$ cat config.mk
export PLATFORM = sky130hd
export DESIGN_NAME = mc_control_flat
export DESIGN_NICKNAME = d
export VERILOG_FILES = /design/src/rtl/mc_pkg.sv /design/src/rtl/mc_if.sv /design/src/rtl/mc_decode.sv /design/src/rtl/mc_control.sv /design/src/flat_wrapper.sv
export SDC_FILE = /design/constraint.sdc
export NUM_CORES = 1
export LEC_CHECK = 0
export BUFFER_PORTS_ARGS = -buffer_cell sky130_fd_sc_hd__buf_4
export CAP_MARGIN = 15
export CELL_PAD_IN_SITES_DETAIL_PLACEMENT = 1
export CELL_PAD_IN_SITES_GLOBAL_PLACEMENT = 1
export CORE_ASPECT_RATIO = 1.4
export CORE_MARGIN = 10
export CORE_UTILIZATION = 40
export CTS_CLUSTER_DIAMETER = 30
export DETAILED_ROUTE_END_ITERATION = 12
export PLACE_DENSITY = 0.87
export SLEW_MARGIN = 20
export SYNTH_ARGS = -nofsm -noshare
export SYNTH_HDL_FRONTEND = slang
export SYNTH_SLANG_ARGS = --single-unit
$ cat constraint.sdc
create_clock -name CLK -period 2.7 [get_ports CLK]
set_clock_uncertainty 0.2 [all_clocks]
set_input_delay 0.405 -clock CLK [delete_from_list [all_inputs] [get_ports CLK]]
set_output_delay 0.405 -clock CLK [all_outputs]
set_load 0.05 [all_outputs]
$ cat src/rtl/mc_pkg.sv
// mc_pkg: shared state encodings, opcode patterns, ALU/SignOp and fault codes for the multicycle sequencer
package mc_pkg;
  localparam logic [3:0] S_IDLE = 4'd0, S_FETCH = 4'd1, S_DECODE = 4'd2, S_EX_R = 4'd3,
                         S_EX_I = 4'd4, S_WB_ALU = 4'd5, S_ADDR = 4'd6, S_MEM_RD = 4'd7,
                         S_WB_MEM = 4'd8, S_MEM_WR = 4'd9, S_BR_CB = 4'd10, S_BR_U = 4'd11,
                         S_FAULT = 4'd12;
  typedef enum logic [2:0] {CL_R, CL_I, CL_LD, CL_ST, CL_CB, CL_B, CL_ILL} cls_t;
  localparam logic [10:0] OP_ADD  = 11'b10001011000, OP_SUB  = 11'b11001011000,
                          OP_AND  = 11'b10001010000, OP_ORR  = 11'b10101010000,
                          OP_LDUR = 11'b11111000010, OP_STUR = 11'b11111000000,
                          OP_ADDI = 11'b10010001000, OP_SUBI = 11'b11010001000,
                          OP_CBZ  = 11'b10110100000, OP_B    = 11'b00010100000;
  localparam logic [10:0] MASK_I = 11'b11111111110, MASK_CB = 11'b11111111000, MASK_B = 11'b11111100000;
  localparam logic [3:0] ALU_AND = 4'b0000, ALU_ORR = 4'b0001, ALU_ADD = 4'b0010,
                         ALU_SUB = 4'b0110, ALU_PASSB = 4'b0111;
  localparam logic [1:0] SE_I = 2'b00, SE_D = 2'b01, SE_B = 2'b10, SE_CB = 2'b11;
  localparam logic [1:0] FC_NONE = 2'b00, FC_ILLEGAL = 2'b01, FC_TIMEOUT = 2'b10;
  function automatic logic op_match(input logic [10:0] op, input logic [10:0] pat, input logic [10:0] mask);
    return (op & mask) == pat;
  endfunction
endpackage

$ cat src/rtl/mc_if.sv
// mc_if: control bundle between the sequencer (master) and the LEGv8 datapath (slave)
interface mc_if #(parameter int CNT_W = 32);
  logic start;
  logic [10:0] opcode;
  logic zero;
  logic mem_ready;
  logic ir_write, pc_write, pc_sel, reg2loc, alu_src;
  logic [3:0] alu_op;
  logic [1:0] sign_op;
  logic mem_read, mem_write, mem_to_reg, reg_write;
  logic busy, retire, fault;
  logic [1:0] fault_code;
  logic [CNT_W-1:0] instr_count;
  modport master (
    input  start, opcode, zero, mem_ready,
    output ir_write, pc_write, pc_sel, reg2loc, alu_src, alu_op, sign_op,
           mem_read, mem_write, mem_to_reg, reg_write, busy, retire, fault, fault_code, instr_count
  );
  modport slave (
    output start, opcode, zero, mem_ready,
    input  ir_write, pc_write, pc_sel, reg2loc, alu_src, alu_op, sign_op,
           mem_read, mem_write, mem_to_reg, reg_write, busy, retire, fault, fault_code, instr_count
  );
endinterface

$ cat src/rtl/mc_decode.sv
// mc_decode: combinational opcode to instruction class and ALU code
module mc_decode
  import mc_pkg::*;
(
  input  logic [10:0] opcode,
  output cls_t        cls,
  output logic [3:0]  alu_op,
  output logic        illegal
);
  always_comb begin
    cls = (opcode == OP_ADD || opcode == OP_SUB || opcode == OP_AND || opcode == OP_ORR) ? CL_R :
          (op_match(opcode, OP_ADDI, MASK_I) || op_match(opcode, OP_SUBI, MASK_I)) ? CL_I :
          opcode == OP_LDUR ? CL_LD :
          opcode == OP_STUR ? CL_ST :
          op_match(opcode, OP_CBZ, MASK_CB) ? CL_CB :
          op_match(opcode, OP_B, MASK_B) ? CL_B : CL_ILL;
    alu_op = (opcode == OP_SUB || op_match(opcode, OP_SUBI, MASK_I)) ? ALU_SUB :
             opcode == OP_AND ? ALU_AND :
             opcode == OP_ORR ? ALU_ORR : ALU_ADD;
    illegal = cls == CL_ILL;
  end
endmodule

$ cat src/rtl/mc_control.sv
// mc_control: multicycle LEGv8 sequencer with memory wait timeout and retired-instruction counter
module mc_control
  import mc_pkg::*;
#(
  parameter int MEM_TIMEOUT = 15,
  parameter int CNT_W = 32
) (
  input logic CLK,
  input logic reset,
  mc_if.master bus
);
  localparam int WW = $clog2(MEM_TIMEOUT + 1);
  logic [3:0] state, nxt;
  cls_t cls, cls_q;
  logic [3:0] dec_alu, alu_q;
  logic illegal;
  logic [WW-1:0] wcnt;
  logic [CNT_W-1:0] cnt;
  logic [1:0] fcode;
  logic in_mem, timeout;
  mc_decode u_dec (.opcode(bus.opcode), .cls(cls), .alu_op(dec_alu), .illegal(illegal));
  assign in_mem = state == S_MEM_RD || state == S_MEM_WR;
  assign timeout = !bus.mem_ready && wcnt == WW'(MEM_TIMEOUT);
  always_comb begin
    nxt = state;
    case (state)
      S_IDLE:   nxt = bus.start ? S_FETCH : S_IDLE;
      S_FETCH:  nxt = S_DECODE;
      S_DECODE: nxt = illegal ? S_FAULT : cls == CL_R ? S_EX_R : cls == CL_I ? S_EX_I :
                      cls == CL_CB ? S_BR_CB : cls == CL_B ? S_BR_U : S_ADDR;
      S_EX_R, S_EX_I: nxt = S_WB_ALU;
      S_ADDR:   nxt = cls_q == CL_LD ? S_MEM_RD : S_MEM_WR;
      S_MEM_RD: nxt = bus.mem_ready ? S_WB_MEM : timeout ? S_FAULT : S_MEM_RD;
      S_MEM_WR: nxt = bus.mem_ready ? S_FETCH : timeout ? S_FAULT : S_MEM_WR;
      S_WB_ALU, S_WB_MEM, S_BR_CB, S_BR_U: nxt = S_FETCH;
      default:  nxt = state;
    endcase
  end
  always_comb begin
    bus.ir_write = 1'b0;
    bus.pc_write = 1'b0;
    bus.pc_sel = 1'b0;
    bus.reg2loc = 1'b0;
    bus.alu_src = 1'b0;
    bus.alu_op = ALU_AND;
    bus.sign_op = SE_I;
    bus.mem_read = 1'b0;
    bus.mem_write = 1'b0;
    bus.mem_to_reg = 1'b0;
    bus.reg_write = 1'b0;
    bus.retire = 1'b0;
    case (state)
      S_FETCH:  bus.ir_write = 1'b1;
      S_DECODE: bus.reg2loc = cls == CL_ST || cls == CL_CB;
      S_EX_R:   bus.alu_op = alu_q;
      S_EX_I: begin
        bus.alu_src = 1'b1;
        bus.alu_op = alu_q;
      end
      S_WB_ALU: begin
        bus.alu_op = alu_q;
        bus.alu_src = cls_q == CL_I;
        bus.reg_write = 1'b1;
        bus.pc_write = 1'b1;
        bus.retire = 1'b1;
      end
      S_ADDR, S_MEM_RD, S_MEM_WR: begin
        bus.alu_src = 1'b1;
        bus.sign_op = SE_D;
        bus.alu_op = ALU_ADD;
        bus.mem_read = state == S_MEM_RD;
        bus.mem_write = state == S_MEM_WR;
        bus.reg2loc = state == S_MEM_WR;
        bus.pc_write = state == S_MEM_WR && bus.mem_ready;
        bus.retire = state == S_MEM_WR && bus.mem_ready;
      end
      S_WB_MEM: begin
        bus.mem_read = 1'b1;
        bus.mem_to_reg = 1'b1;
        bus.reg_write = 1'b1;
        bus.pc_write = 1'b1;
        bus.retire = 1'b1;
      end
      S_BR_CB: begin
        bus.reg2loc = 1'b1;
        bus.alu_op = ALU_PASSB;
        bus.sign_op = SE_CB;
        bus.pc_write = 1'b1;
        bus.pc_sel = bus.zero;
        bus.retire = 1'b1;
      end
      S_BR_U: begin
        bus.sign_op = SE_B;
        bus.pc_write = 1'b1;
        bus.pc_sel = 1'b1;
        bus.retire = 1'b1;
      end
      default: ;
    endcase
  end
  assign bus.busy = state != S_IDLE && state != S_FAULT;
  assign bus.fault = state == S_FAULT;
  assign bus.fault_code = fcode;
  assign bus.instr_count = cnt;
  always_ff @(posedge CLK or posedge reset) begin
    if (reset) begin
      state <= S_IDLE;
      cls_q <= CL_R;
      alu_q <= ALU_AND;
      wcnt <= '0;
      cnt <= '0;
      fcode <= FC_NONE;
    end else begin
      state <= nxt;
      if (state == S_DECODE) begin
        cls_q <= cls;
        alu_q <= dec_alu;
      end
      wcnt <= state == S_ADDR ? '0 : (in_mem && !bus.mem_ready) ? wcnt + WW'(1) : wcnt;
      if (bus.retire) cnt <= cnt + CNT_W'(1);
      // only DECODE faults on the opcode; every other entry into FAULT is a memory timeout
      if (nxt == S_FAULT && state != S_FAULT) fcode <= state == S_DECODE ? FC_ILLEGAL : FC_TIMEOUT;
    end
  end
endmodule

$ cat src/flat_wrapper.sv
// flat-port wrapper written by rule: the top's interface ports become plain ports
module mc_control_flat import mc_pkg::*;
#(
  parameter int MEM_TIMEOUT = 15,
  parameter int CNT_W = 32
)
  (CLK, reset, bus_start, bus_opcode, bus_zero, bus_mem_ready, bus_ir_write, bus_pc_write, bus_pc_sel, bus_reg2loc, bus_alu_src, bus_alu_op, bus_sign_op, bus_mem_read, bus_mem_write, bus_mem_to_reg, bus_reg_write, bus_busy, bus_retire, bus_fault, bus_fault_code, bus_instr_count);
  mc_if #(.CNT_W(CNT_W)) bus_i ();
  input logic CLK;
  input logic reset;
  input wire logic [$bits(bus_i.start)-1:0] bus_start;
  input wire logic [$bits(bus_i.opcode)-1:0] bus_opcode;
  input wire logic [$bits(bus_i.zero)-1:0] bus_zero;
  input wire logic [$bits(bus_i.mem_ready)-1:0] bus_mem_ready;
  output wire logic [$bits(bus_i.ir_write)-1:0] bus_ir_write;
  output wire logic [$bits(bus_i.pc_write)-1:0] bus_pc_write;
  output wire logic [$bits(bus_i.pc_sel)-1:0] bus_pc_sel;
  output wire logic [$bits(bus_i.reg2loc)-1:0] bus_reg2loc;
  output wire logic [$bits(bus_i.alu_src)-1:0] bus_alu_src;
  output wire logic [$bits(bus_i.alu_op)-1:0] bus_alu_op;
  output wire logic [$bits(bus_i.sign_op)-1:0] bus_sign_op;
  output wire logic [$bits(bus_i.mem_read)-1:0] bus_mem_read;
  output wire logic [$bits(bus_i.mem_write)-1:0] bus_mem_write;
  output wire logic [$bits(bus_i.mem_to_reg)-1:0] bus_mem_to_reg;
  output wire logic [$bits(bus_i.reg_write)-1:0] bus_reg_write;
  output wire logic [$bits(bus_i.busy)-1:0] bus_busy;
  output wire logic [$bits(bus_i.retire)-1:0] bus_retire;
  output wire logic [$bits(bus_i.fault)-1:0] bus_fault;
  output wire logic [$bits(bus_i.fault_code)-1:0] bus_fault_code;
  output wire logic [$bits(bus_i.instr_count)-1:0] bus_instr_count;
  assign bus_i.start = bus_start;
  assign bus_i.opcode = bus_opcode;
  assign bus_i.zero = bus_zero;
  assign bus_i.mem_ready = bus_mem_ready;
  assign bus_ir_write = bus_i.ir_write;
  assign bus_pc_write = bus_i.pc_write;
  assign bus_pc_sel = bus_i.pc_sel;
  assign bus_reg2loc = bus_i.reg2loc;
  assign bus_alu_src = bus_i.alu_src;
  assign bus_alu_op = bus_i.alu_op;
  assign bus_sign_op = bus_i.sign_op;
  assign bus_mem_read = bus_i.mem_read;
  assign bus_mem_write = bus_i.mem_write;
  assign bus_mem_to_reg = bus_i.mem_to_reg;
  assign bus_reg_write = bus_i.reg_write;
  assign bus_busy = bus_i.busy;
  assign bus_retire = bus_i.retire;
  assign bus_fault = bus_i.fault;
  assign bus_fault_code = bus_i.fault_code;
  assign bus_instr_count = bus_i.instr_count;
  mc_control #(.MEM_TIMEOUT(MEM_TIMEOUT), .CNT_W(CNT_W)) u_core (.CLK(CLK), .reset(reset), .bus(bus_i));
endmodule
==> summary.txt <==
Logic synthesis
  • Prevailing post-synth register cell: dfrtp_1
  • Post-Syn Area: 2740 µm²
  • Post-synthesis cell count: 284
  • Sequential-to-total area share from yosys stat: 43.9%
  • Simple-gate portion of the synthesized area: 28.5%
  • Largest family of logic cells by synthesized area: simple AND/OR/NAND/NOR gates
  • Synth Register Bits: 48
  • Synth Area in XOR/XNOR: 10.9%
  • Syn nets: 302
  • Adder-Cell Fraction of Synth Area: 0.914%
  • Yosys cell types: 64
  • Ys async rst share: 100%
  • Avg Inst Size Synth: 9.64 µm²
  • Multiplexer area fraction after synthesis: 1.97%
  • Number of synthesized flops with an enable pin: 0
  • Post-synthesis compound-gate area fraction: 10.0%
  • Ys Warns: 0

Floorplanning
  • Site row count: 35
  • Full die area: 10,600 µm²
  • Ports: 68
  • Die Width: 89.9 µm
  • Core footprint: 6610 µm²
  • Die Y: 118 µm
  • Starting density of the core: 41.4%

Setup path
  • Worst Setup SP: u_core.state[2]
  • Crit path required time: 2.10 ns
  • WP data arrival: 1.94 ns
  • Endpoint class of the critical path: primary output
  • CP Cell Sequence: buf_4, nor2b_1, o21ai_0, o211ai_1, buf_4
  • CP max stage delay: 0.59 ns
  • Worst R2R Setup Slack: 0.21 ns
  • Crit path kind: reg2out
  • CP max FO: 17
  • RR Startpoint: u_core.state[0]
  • Worst path slowest cell: dfrtp_2
  • Crit path launch type: register
  • CP most frequent cell: buf_4

Clocking
  • Post-CTS Setup Inserts: 0
  • # hold bufs at CTS: 0
  • Cts bufs inserted: 5
  • CTS Buffer Depth: 2
  • CTS tree: yes
  • H-tree Lvls: 2
  • Clk slew on worst S/H paths: 0.09 ns
  • CTS sink cnt: 48
  • Root Driver: clkbuf_8
  • Clock latency on the worst-skew pair: 0.29 ns

Global route
  • Pin count of the biggest net entering global routing: 32
  • Vias in the first global route: 2,709
  • First-pass GRT wire length: 13,300 µm
  • Antenna violations before repair: 0
  • GRT Residual Overflow: 0
  • All-Layer GR Usage: 14.7%

Timing
  • Final-report setup violation count: 0
  • Period utilization: 94.3%
  • Fin. max-slew vios: 0
  • F_max: 393 MHz
  • Hold Vio Cnt, Final: 0
  • Setup total negative slack: 0 ns
  • Max_slew headroom: 53.9%
  • Tmin final: 2.55 ns
  • Worst slew pin tran: 0.691 ns

Finish
  • Commonest non-fill, non-tap cells in the layout: buf_4, dfrtp_1, nand2_1
  • Nets: 377
  • Post-Layout Cell Count: 451
  • P&R area growth vs syn: 29.8%
  • ANT cells: 0
  • Share of cells above drive strength 1: 32.6%
  • Commonest non-fill, non-tap cell in the layout: buf_4

Place
  • Routability cong.: 0.881
  • Placed Cells: 444
  • IO Port Bufs: 66
  • Post-DP HPWL: 6410 µm

Pwr
  • Internal cell power: 1.12 mW
  • Peak VDD IR: 0.225 mV
  • Total chip power: 1.42 mW
  • Net Sw Frac: 20.8%
  • Proportion of power drawn by combinational gates: 6.4%
  • Leakage power: 1.70 nW
  • Switching pwr: 294 µW
  • Clock power frac: 42.3%
  • PD cells: 398 nW/µm²
  • Reg power frac: 51.2%

Route
  • Final WL: 7980 µm
  • Remaining antenna violation count: 0
  • Routed length per instance: 17.7 µm
  • Pre-Repair DR Iteration Count: 4
  • Drt via density: 5.39
  • Initial DRC Count: 50
  • Vias: 2,429
  • Drt drc: 0

Run
  • MaxCap Viol Count: 0

Min path
  • Hold WC Path Type: in2async

Outcome
  • Outcome: finished clean
worst paths after layout:
kind | to | cells after the start
max | bus_alu_op[1] | 5
min | u_core.cls_q[0] | 2
max reg2reg | u_core.bus.fault_code[0] | 7
min reg2reg | u_core.bus.instr_count[31] | 1
max in group asynchronous | u_core.bus.instr_count[22] | 3
min in group CLK | u_core.alu_q[0] | 3
worst max-delay path, delay by kind of cell (launching register included):
family | cells | cell delay (ns)
and+or+nand+nor | 1 | 0.30
buffers and inverters | 2 | 0.43
DFF | 1 | 0.59
AOI/OAI and AO/OA | 2 | 0.33
power groups by stage:
stage / clock network, mW / registers (mW) / logic, mW
after floorplan: 0 / 0.752 / 0.0355
final: 0.599 / 0.725 / 0.0911
after detailed placement: 0 / 0.740 / 0.0927
after global placement: 0 / 0.740 / 0.0904
after CTS: 0.614 / 0.725 / 0.0929
after global routing: 0.649 / 0.726 / 0.0993
sequential cells by signal (all words and copies together), names as in the netlist:
register	flops
u_core.bus.instr_count	32
u_core.alu_q	3
u_core.bus.fault_code	2
u_core.state	4
u_core.cls_q	3
u_core.wcnt	4
cells in the mapped netlist (3+ instances only):
cell	number	area (µm²)
o211ai_1	3	22.5
o21ai_0	12	60.1
nand2b_1	5	31.3
buf_4	4	30.0
and2_1	3	18.8
nor2_1	23	86.3
clkbuf_1	4	15.0
xor2_1	9	78.8
nor3_1	7	35.0
nand4_1	10	62.6
buf_2	7	35.0
nand3_1	14	70.1
and4_1	4	35.0
xnor2_1	25	219
a21oi_1	10	50.1
and3_1	6	37.5
dfrtp_1	48	1200
nand2_1	29	109
inv_1	5	18.8
per-layer routing:
layer,vias up,GRT usage [%],wire [µm]
li1,1151,-,-
met1,1186,15.4,3150
met2,72,26.9,4190
met3,20,3.77,410
met4,0,6.39,231
met5,-,0,0
area by class of cell:
cell class | instances | area [µm²]
Multi-Input combinational cell | 215 | 1460
Sequential cell | 48 | 1210
Clock inverter | 2 | 60.1
Clock buffer | 5 | 68.8
Inverter | 6 | 22.5
Fill cell | 774 | 3060
Timing Repair Buffer | 83 | 623
Tap cell | 92 | 115
repair_timing:
action | in CTS | in global routing
hold endpoints to repair | 0 | 0
resized for setup | 1 | 4
endpoints found under the setup margin | 1 | 4
per-stage QoR:
step	util (%)	hold slack, ns	area [µm²]	setup WS (ns)
2_1_floorplan	-	0.239	2760	0.109
3_3_place_gp	51.6	0.258	3410	0.169
3_5_place_dp	51.6	0.266	3410	0.0580
4_1_cts	53.6	0.0423	3540	0.0690
5_1_grt	53.8	0.0635	3550	-0.00315
6_report	53.8	0.0101	3550	0.154
kinds of logic (layout without fill, tap and decap cells):
kind of cell	after synthesis	after routing
adder cells (fa/ha/maj)	2	2
flip-flops	48	48
other	1	1
AND/OR/NAND/NOR	131	131
multiplexers	5	5
buffers and inverters	21	96
AO/OA/AOI/OAI	42	42
XOR/XNOR	34	34
(Power assumes the default switching activity.)
